`config.mk`:
```
export PLATFORM = sky130hd
export DESIGN_NAME = wb_stage_flat
export DESIGN_NICKNAME = d
export VERILOG_FILES = /design/src/rtl/wb_stage_if.sv /design/src/rtl/wb_stage.sv /design/src/flat_wrapper.sv
export SDC_FILE = /design/constraint.sdc
export NUM_CORES = 1
export LEC_CHECK = 0
export BUFFER_PORTS_ARGS = -buffer_cell sky130_fd_sc_hd__buf_2
export CORE_MARGIN = 2
export CORE_UTILIZATION = 58
export DETAILED_ROUTE_END_ITERATION = 10
export PLACE_DENSITY = 0.83
export SETUP_SLACK_MARGIN = 0.2
export SYNTH_ARGS = -nofsm -noshare
export SYNTH_HDL_FRONTEND = slang
export SYNTH_SLANG_ARGS = --single-unit
```
`constraint.sdc`:
```
create_clock -name clk -period 2.6 [get_ports clk]
set_input_delay 0.26 -clock clk [delete_from_list [all_inputs] [get_ports clk]]
set_output_delay 0.26 -clock clk [all_outputs]
set_load 0.02 [all_outputs]
```
`src/rtl/wb_stage_if.sv`:
```
// Writeback stage bus: ALU result, memory-result handshake, register-file write port
// and hazard/occupancy status.
interface wb_stage_if #(
    parameter int XLEN  = 64,
    parameter int DEPTH = 4
);
    localparam int CW = $clog2(DEPTH) + 1;

    logic            alu_valid;
    logic [4:0]      alu_rd;
    logic [XLEN-1:0] alu_data;
    logic            mem_valid;
    logic            mem_ready;
    logic [4:0]      mem_rd;
    logic [XLEN-1:0] mem_data;
    logic            rf_we;
    logic [4:0]      rf_rw;
    logic [XLEN-1:0] rf_din;
    logic [31:0]     pend_mask;
    logic [CW-1:0]   fifo_count;

    modport master (
        output alu_valid, alu_rd, alu_data, mem_valid, mem_rd, mem_data,
        input  mem_ready, rf_we, rf_rw, rf_din, pend_mask, fifo_count
    );

    modport slave (
        input  alu_valid, alu_rd, alu_data, mem_valid, mem_rd, mem_data,
        output mem_ready, rf_we, rf_rw, rf_din, pend_mask, fifo_count
    );
endinterface

```
`src/rtl/wb_stage.sv`:
```
// Writeback stage: merges unstallable ALU results with FIFO-buffered memory results
// into one register-file write per cycle, killing buffered writes overtaken by the ALU.
module wb_stage #(
    parameter int XLEN  = 64,
    parameter int DEPTH = 4
) (
    input  logic       clk,
    input  logic       reset,
    wb_stage_if.slave  bus
);
    localparam int AW = $clog2(DEPTH);
    localparam int CW = AW + 1;

    logic [4:0]       ent_rd   [DEPTH];
    logic [XLEN-1:0]  ent_data [DEPTH];
    logic [DEPTH-1:0] ent_live;
    logic [AW-1:0]    head, tail;
    logic [CW-1:0]    count;
    logic [31:0]      mask;

    logic alu_wr, pop, xfer, push;

    assign alu_wr = bus.alu_valid && (bus.alu_rd != 5'd0);
    assign pop    = !alu_wr && (count != '0);
    // Credit comes only from registered occupancy; a same-cycle pop does not open a slot.
    assign bus.mem_ready  = reset && (count < CW'(DEPTH));
    assign xfer           = bus.mem_valid && bus.mem_ready;
    assign push           = xfer && (bus.mem_rd != 5'd0);
    assign bus.fifo_count = count;
    assign bus.pend_mask  = mask;

    always_comb begin
        mask = '0;
        for (int i = 0; i < DEPTH; i++)
            if (ent_live[i]) mask[ent_rd[i]] = 1'b1;
        mask[0] = 1'b0;
    end

    always_ff @(posedge clk or negedge reset) begin
        if (!reset) begin
            head       <= '0;
            tail       <= '0;
            count      <= '0;
            ent_live   <= '0;
            bus.rf_we  <= 1'b0;
            bus.rf_rw  <= 5'd0;
            bus.rf_din <= '0;
            for (int i = 0; i < DEPTH; i++) begin
                ent_rd[i]   <= 5'd0;
                ent_data[i] <= '0;
            end
        end else begin
            // Kill only resident entries; the tail write below runs later and wins,
            // so a same-cycle beat to the same register stays live.
            for (int i = 0; i < DEPTH; i++)
                if (alu_wr && ent_rd[i] == bus.alu_rd) ent_live[i] <= 1'b0;

            if (pop) begin
                ent_live[head] <= 1'b0;
                head           <= head + AW'(1);
            end

            if (push) begin
                ent_rd[tail]   <= bus.mem_rd;
                ent_data[tail] <= bus.mem_data;
                ent_live[tail] <= 1'b1;
                tail           <= tail + AW'(1);
            end

            count <= count + CW'(push) - CW'(pop);

            if (alu_wr) begin
                bus.rf_we  <= 1'b1;
                bus.rf_rw  <= bus.alu_rd;
                bus.rf_din <= bus.alu_data;
            end else if (pop) begin
                bus.rf_we <= ent_live[head];
                if (ent_live[head]) begin
                    bus.rf_rw  <= ent_rd[head];
                    bus.rf_din <= ent_data[head];
                end
            end else begin
                bus.rf_we <= 1'b0;
            end
        end
    end
endmodule

```
`src/flat_wrapper.sv`:
```
// flat-port wrapper written by rule: the top's interface ports become plain ports
module wb_stage_flat 
#(
    parameter int XLEN  = 64,
    parameter int DEPTH = 4
)
  (clk, reset, bus_alu_valid, bus_alu_rd, bus_alu_data, bus_mem_valid, bus_mem_rd, bus_mem_data, bus_mem_ready, bus_rf_we, bus_rf_rw, bus_rf_din, bus_pend_mask, bus_fifo_count);
  wb_stage_if #(.XLEN(XLEN), .DEPTH(DEPTH)) bus_i ();
  input  logic clk;
  input  logic reset;
  input wire logic [$bits(bus_i.alu_valid)-1:0] bus_alu_valid;
  input wire logic [$bits(bus_i.alu_rd)-1:0] bus_alu_rd;
  input wire logic [$bits(bus_i.alu_data)-1:0] bus_alu_data;
  input wire logic [$bits(bus_i.mem_valid)-1:0] bus_mem_valid;
  input wire logic [$bits(bus_i.mem_rd)-1:0] bus_mem_rd;
  input wire logic [$bits(bus_i.mem_data)-1:0] bus_mem_data;
  output wire logic [$bits(bus_i.mem_ready)-1:0] bus_mem_ready;
  output wire logic [$bits(bus_i.rf_we)-1:0] bus_rf_we;
  output wire logic [$bits(bus_i.rf_rw)-1:0] bus_rf_rw;
  output wire logic [$bits(bus_i.rf_din)-1:0] bus_rf_din;
  output wire logic [$bits(bus_i.pend_mask)-1:0] bus_pend_mask;
  output wire logic [$bits(bus_i.fifo_count)-1:0] bus_fifo_count;
  assign bus_i.alu_valid = bus_alu_valid;
  assign bus_i.alu_rd = bus_alu_rd;
  assign bus_i.alu_data = bus_alu_data;
  assign bus_i.mem_valid = bus_mem_valid;
  assign bus_i.mem_rd = bus_mem_rd;
  assign bus_i.mem_data = bus_mem_data;
  assign bus_mem_ready = bus_i.mem_ready;
  assign bus_rf_we = bus_i.rf_we;
  assign bus_rf_rw = bus_i.rf_rw;
  assign bus_rf_din = bus_i.rf_din;
  assign bus_pend_mask = bus_i.pend_mask;
  assign bus_fifo_count = bus_i.fifo_count;
  wb_stage #(.XLEN(XLEN), .DEPTH(DEPTH)) u_core (.clk(clk), .reset(reset), .bus(bus_i));
endmodule
```
==> flow_summary.yaml, run 1 <==
run_status:
  status: "finished, final reports clean"
worst_setup_path:
  cp_max_fo: 11
  critPathCaptureType: "output pin"
  path_class: "reg2out"
  crit_slowest_cell: "dfrtp_1"
  crit_chain: "or3b_2, o22ai_1, a221o_1, buf_2"
  r2r_cells: 7
  worstPathRequired_ns: 2.34
  crit_family: "flip-flops"
  arrival_ns: 2.08
  critPathBufInv: 1
  r2r_end: "u_core.bus.fifo_count[2]"
  reg2reg_from: "u_core.bus.fifo_count[2]"
  max_stage_delay_ns: 0.59
  critical_path.startpoint_type: "flip-flop"
  r2r_setup_slack_ns: 0.40
detailed_routing:
  avgRoutedWirePerCell_um: 22.1
  drtAntennaViolNets: 0
  totalWireLength_um: 39800
  drc: 0
  drt_iter0_markers: 940
  vias: 10800
  first_pass_iters: 5
  viasPerCell: 6.02
global_routing:
  first_global_vias: 11500
  grt_first_pass_wirelength_um: 63200
  overflow: 0
  grt_max_degree: 150
  track_usage_pct: 25.7
  antenna_found_initial: 7
synth:
  yosysTopAreaCell: "dfrtp_1"
  synth.area.top_cells: "dfrtp_1, mux2_2, mux4_2"
  synth_area_um2: 17300
  syn_inst: 1132
  ys_seq_area_share_pct: 51.6
  syn_avg_cell_area_um2: 15.3
  ys_seq_elements: 357
  synth_cell_types: 40
  synth_top_area_share_pct: 51.6
  syn-num-nets: 1284
  yosysWarnings: 0
timing:
  maxSlewHeadroom_pct: 33.0
  slew_violations: 0
  fin_skew_ns: 0.0105
  max_clock_freq_ghz: 0.427
  fin_tns_setup_ns: 0
  rsz0062_at_grt: "yes"
  hold_violations: 0
  period_minus_slack_ns: 2.34
  worst_slew_pin_slew_ns: 1.00
  setup-violations-final: 0
  finalCritPeriodShare_pct: 90.0
hold_path:
  hold_end: "u_core.ent_data[111]"
  hp-class: "in2reg"
  hp-start: "bus_mem_data[47]"
  min_delay_path_depth: 2
clock_network:
  cts_max_level: 2
  clk_latency_ns: 0.51
  clkTransAtPathRegs_ns: 0.06
  cts_buffers: 38
  cts_num_sinks: 357
  root_buffer: "clkbuf_16"
  clock_path_buffers: 3
  cts_tree: "built"
  post-cts-setup-buffer-count: 0
cells_and_area:
  fin_util_pct: 69.3
  nets: 1526
  layout-drive-gt1-share_pct: 58.2
  num-fill-cells: 1970
  area_growth_pct: 18.1
  mostFrequentLayoutCell: "dfrtp_1"
  final_cell_mix: "dfrtp_1, mux2_2, buf_2, mux4_2, clkbuf_16"
pwr:
  p_leak_nw: 9.37
  power_mw: 25.9
  irDropWorstVdd_uv: 731
  power_density_nw_per_um2: 1270
floorplanning:
  core_area_um2: 29500
  initial_utilization_pct: 58.7
  io_pins: 248
  rows: 63
  die-area_um2: 31200
  dieHeight_um: 177
  die-width_um: 177
run:
  maxCapViolCount: 0
placed_design:
  dpl.hpwl_um: 26100
  port_buffers: 246
  gp_congestion: 0.889
-- cell type report --
type                       count  area [µm²]  share of cell area (%)
antenna                        6        15.0                  0.0735
clock buffer                  59        1170                    5.73
clock inverter                10        85.1                   0.416
inverter                       7        26.3                   0.129
multi-input combinational    683        7890                    38.6
sequential                   357        8950                    43.8
tap                          390         488                    2.39
timing repair buffer         287        1820                    8.89
-- per-layer routing --
layer	global-route usage [%]	vias up	part of all wire, %
met5	0	-	0.033
met3	4.53	92	6.1
met1	35.0	5604	42
met4	7.06	2	2.5
li1	-	4757	-
met2	43.0	382	49
-- cell families (layout without fill, tap and decap cells) --
kind of cell | count (synthesis) | after routing | share of synthesized area [%]
other | 1 | 7 | 0.0217
flip-flops | 357 | 357 | 51.6
AO/OA/AOI/OAI | 77 | 77 | 3.38
multiplexers | 482 | 482 | 36.7
adder cells (fa/ha/maj) | 10 | 10 | 0.766
XOR/XNOR | 24 | 24 | 1.21
buffers and inverters | 92 | 363 | 3.30
AND/OR/NAND/NOR | 89 | 89 | 3.03
-- synthesized netlist by cell type --
cell	instances
a21oi_1	9
o211ai_1	5
nand2_1	14
nor2_1	16
nand3_1	8
and3_1	8
nand3b_1	10
o22ai_1	14
o21ai_0	5
xnor2_1	16
mux4_2	70
mux2_2	340
nor3b_1	8
nand2_2	5
buf_2	15
or3b_2	7
xor2_1	8
inv_1	7
buf_6	13
or3_1	3
mux2i_1	7
mux2_1	27
fa_1	1
o221ai_1	12
mux2_4	38
and3b_1	5
ha_1	9
conb_1	1
nor2b_1	1
a22oi_1	12
clkbuf_1	27
nor3_1	2
o41ai_1	4
or4_1	2
dfrtp_1	357
o21ai_2	1
buf_4	29
buf_1	1
a221o_1	14
o211a_1	1
-- worst max path at each step --
stage | start | depth (start not counted) | endpoint | slack, ns
6_report | u_core.ent_rd[4] | 4 | bus_pend_mask[18] | 0.26
5_1_grt | u_core.ent_rd[13] | 4 | bus_pend_mask[9] | 0.14
4_1_cts | u_core.ent_rd[16] | 5 | bus_pend_mask[6] | 0.21
3_5_place_dp | bus_alu_rd[2] | 10 | u_core.bus.fifo_count[2] | 0.10
3_3_place_gp | bus_alu_rd[2] | 10 | u_core.bus.fifo_count[2] | 0.18
2_1_floorplan | bus_alu_rd[4] | 12 | u_core.bus.fifo_count[2] | 0.06
-- timing repair --
item                                    4_1_cts  5_1_grt
endpoints found under the setup margin        4       24
hold buffers                                 12        0
hold endpoints to repair                    162        0
resized for setup                             3        9
-- flip-flops by register name, indices dropped and copies added, names as in the netlist, 2 cells and up --
| register | count |
|---|---|
| u_core.bus.fifo_count | 3 |
| u_core.bus.rf_din | 64 |
| u_core.bus.rf_rw | 5 |
| u_core.ent_data | 256 |
| u_core.ent_live | 4 |
| u_core.ent_rd | 20 |
| u_core.head | 2 |
| u_core.tail | 2 |
-- power breakdown --
group | switching, mW | leakage, nW | internal [mW]
clock | 2.14 | 0.623 | 3.20
sequential | 1.98 | 4.35 | 8.36
combinational | 4.35 | 4.40 | 5.91
total | 8.47 | 9.37 | 17.5
-- through the flow --
stage / hold slack, ns / instances / worst slack [ns] / cell area, µm²
floorplan: -0.0356 / 1132 / 0.0643 / 17300
global placement: 0.468 / 1712 / 0.184 / 19000
detailed placement: 0.479 / 1712 / 0.103 / 19000
CTS: 0.000575 / 1793 / 0.209 / 20400
global route: 0.00873 / 1796 / 0.139 / 20400
finish: 0.0165 / 1799 / 0.259 / 20400
(Power assumes the default switching activity.)
==> inputs of run 2 (changes only) <==
--- a/config.mk
+++ b/config.mk
@@ -5,6 +5,7 @@
 export SDC_FILE = /design/constraint.sdc
 export NUM_CORES = 1
 export LEC_CHECK = 0
+export ABC_AREA = 1
 export BUFFER_PORTS_ARGS = -buffer_cell sky130_fd_sc_hd__buf_2
 export CORE_MARGIN = 2
 export CORE_UTILIZATION = 58
==> flow_summary.yaml, run 2 <==
run_status:
  status: "finished, final reports clean"
timing:
  setup_ws_ns: 0.254
  setup-violations-final: 0
  finalCritPeriodShare_pct: 90.2
  maxSlewHeadroom_pct: 32.0
  hold_violations: 0
  hold_slack_ns: 0.0292
  fin_tns_setup_ns: 0
  slew_violations: 0
  period_minus_slack_ns: 2.35
  rsz0062_at_grt: "yes"
  fin_skew_ns: 0.0170
  max_clock_freq_ghz: 0.426
  worst_slew_pin_slew_ns: 1.02
pwr:
  power_mw: 25.7
  irDropWorstVdd_uv: 704
  power_density_nw_per_um2: 1280
  p_leak_nw: 10.1
global_routing:
  antenna_found_initial: 0
  first_global_vias: 15200
  grt_max_degree: 181
  overflow: 0
  grt_first_pass_wirelength_um: 78000
  track_usage_pct: 30.6
worst_setup_path:
  critical_path.startpoint_type: "flip-flop"
  crit_chain: "inv_1, nand3_1, or2_2, o21ai_0, or2_2, buf_2"
  critPathBufInv: 2
  cpMostUsedCell: "or2_2"
  cp.depth: 6
  crit_slowest_cell: "dfrtp_1"
  crit_path_start: "u_core.ent_rd[17]"
  cp_max_fo: 8
  crit_end: "bus_pend_mask[25]"
  max_stage_delay_ns: 0.57
  r2r_end: "u_core.bus.fifo_count[2]"
  reg2reg_from: "u_core.bus.fifo_count[2]"
  arrival_ns: 2.09
  critPathCaptureType: "output pin"
  path_class: "reg2out"
  crit_family: "simple AND/OR/NAND/NOR gates"
  r2r_cells: 9
  r2r_setup_slack_ns: 0.56
  worstPathRequired_ns: 2.34
detailed_routing:
  viasPerCell: 5.83
  avgRoutedWirePerCell_um: 17.5
  drtAntennaViolNets: 0
  totalWireLength_um: 48200
  first_pass_iters: 6
  drc: 0
  vias: 16000
  drt_iter0_markers: 2032
placed_design:
  dpl.hpwl_um: 29900
  pre_cts_slack_ns: 0.359
  placed_area_um2: 18800
  gp_congestion: 0.963
  port_buffers: 246
cells_and_area:
  final_cell_mix: "nand2_1, dfrtp_1, nor2_1, o21ai_0, nand3_1"
  regMostFlops: "u_core.ent_data"
  final_cell_area_um2: 20100
  nets: 2487
  antenna_cells: 0
  num-fill-cells: 2370
  area_growth_pct: 14.9
  layout-drive-gt1-share_pct: 18.3
  mostFrequentLayoutCell: "nand2_1"
  top_regs: "u_core.ent_data (256), u_core.bus.rf_din (64), u_core.ent_rd (20)"
  largest_reg_flops: 256
synth:
  ys_seq_elements: 357
  synth_edf_count: 0
  synth_top_area_share_pct: 51.0
  synth_flop_cell: "dfrtp_1"
  synth.area.top_cells: "dfrtp_1, nand2_1, o21ai_0"
  synth_area_um2: 17500
  yosysMostFrequentCell: "nand2_1"
  syn_inst: 2174
  syn-num-nets: 2326
  yosysWarnings: 0
  synth_cell_types: 33
  yosys-top-cells-count: "nand2_1, dfrtp_1, nor2_1, o21ai_0, nand3_1"
  syn_avg_cell_area_um2: 8.06
  async_reset_ff_share_pct: 100
  yosysTopAreaCell: "dfrtp_1"
  ys_seq_area_share_pct: 51.0
floorplanning:
  rows: 63
  die-width_um: 178
  dieHeight_um: 178
  core_area_um2: 29700
  die-area_um2: 31600
  initial_utilization_pct: 59.0
  io_pins: 248
clock_network:
  root_buffer: "clkbuf_16"
  clock_path_buffers: 3
  clkTransAtPathRegs_ns: 0.06
  cts_num_sinks: 357
  clk_latency_ns: 0.52
  cts_buffers: 37
  cts_max_level: 2
  cts_tree: "built"
run:
  maxCapViolCount: 0
hold_path:
  hp-class: "in2reg"
  min_delay_path_depth: 3
## run 2: cell count changes after synthesis, sizes merged, moves of 56 or more
cell   change
nand2    +390
mux2     -405
nand3    +253
nor2     +263
inv      +100
o21ai    +404
or2       +89
mux4      -70
buf       +56
## run 2: repair_timing
item,4_1_cts,5_1_grt
gates resized for setup,0,4
setup buffers,0,0
hold endpoints to repair,28,0
endpoints found under the setup margin,0,10
hold buffers,1,0
## run 2: report_power, final
group	total (mW)	internal, mW	switching [mW]
combinational	10.2	3.54	6.63
clock	5.52	3.34	2.18
sequential	10.0	8.18	1.86
## run 2: how the worst min path moves through the flow
| stage | start | end | slack [ns] |
|---|---|---|---|
| floorplan | reset | u_core.bus.fifo_count[0] | -0.04 |
| detailed placement | reset | u_core.ent_data[113] | 0.33 |
| CTS | bus_mem_data[54] | u_core.ent_data[118] | 0.01 |
| finish | bus_mem_data[48] | u_core.ent_data[176] | 0.03 |
| global route | bus_alu_data[45] | u_core.bus.rf_din[45] | 0.04 |
| global placement | reset | u_core.ent_data[113] | 0.33 |
## run 2: final cells by class
class	count	area [µm²]	area share (%)
Tap cell	390	488	2.42
Timing Repair Buffer	278	1650	8.18
Inverter	107	404	2.01
Sequential cell	357	8940	44.4
Clock inverter	13	211	1.05
Multi-Input combinational cell	1554	7390	36.7
Clock buffer	52	1050	5.23
## run 2: per-layer routing
layer	track usage [%]	wire (µm)	up-vias
li1	-	-	7477
met1	43.2	20400	7702
met2	48.5	22500	745
met3	3.45	3500	125
met4	12.1	1720	0
met5	0	0	-
## run 2: worst reg2reg max path: cells and delay by family, from the launching register on
kind / cells / cell delay, ns
AOI/OAI and AO/OA: 1 / 0.14
adders and majority gates: 2 / 0.54
DFF: 1 / 0.43
and+or+nand+nor: 4 / 0.64
buffers and inverters: 1 / 0.05
xor gates and xnor gates: 1 / 0.14
## run 2: cells by family after synthesis
family / share of synthesized area [%]
buf+inv: 7.08
compound gates: 14.4
simple gates: 25.8
fa+ha+maj: 0.757
flops: 51.0
other cells: 0.0214
xor+xnor: 1.00
## run 2: stage by stage
stage / utilization (%) / std cells
6_report: 67.7 / 2751
5_1_grt: 67.7 / 2751
4_1_cts: 67.7 / 2751
3_5_place_dp: 63.4 / 2685
3_3_place_gp: 63.4 / 2685
2_1_floorplan: - / 2174
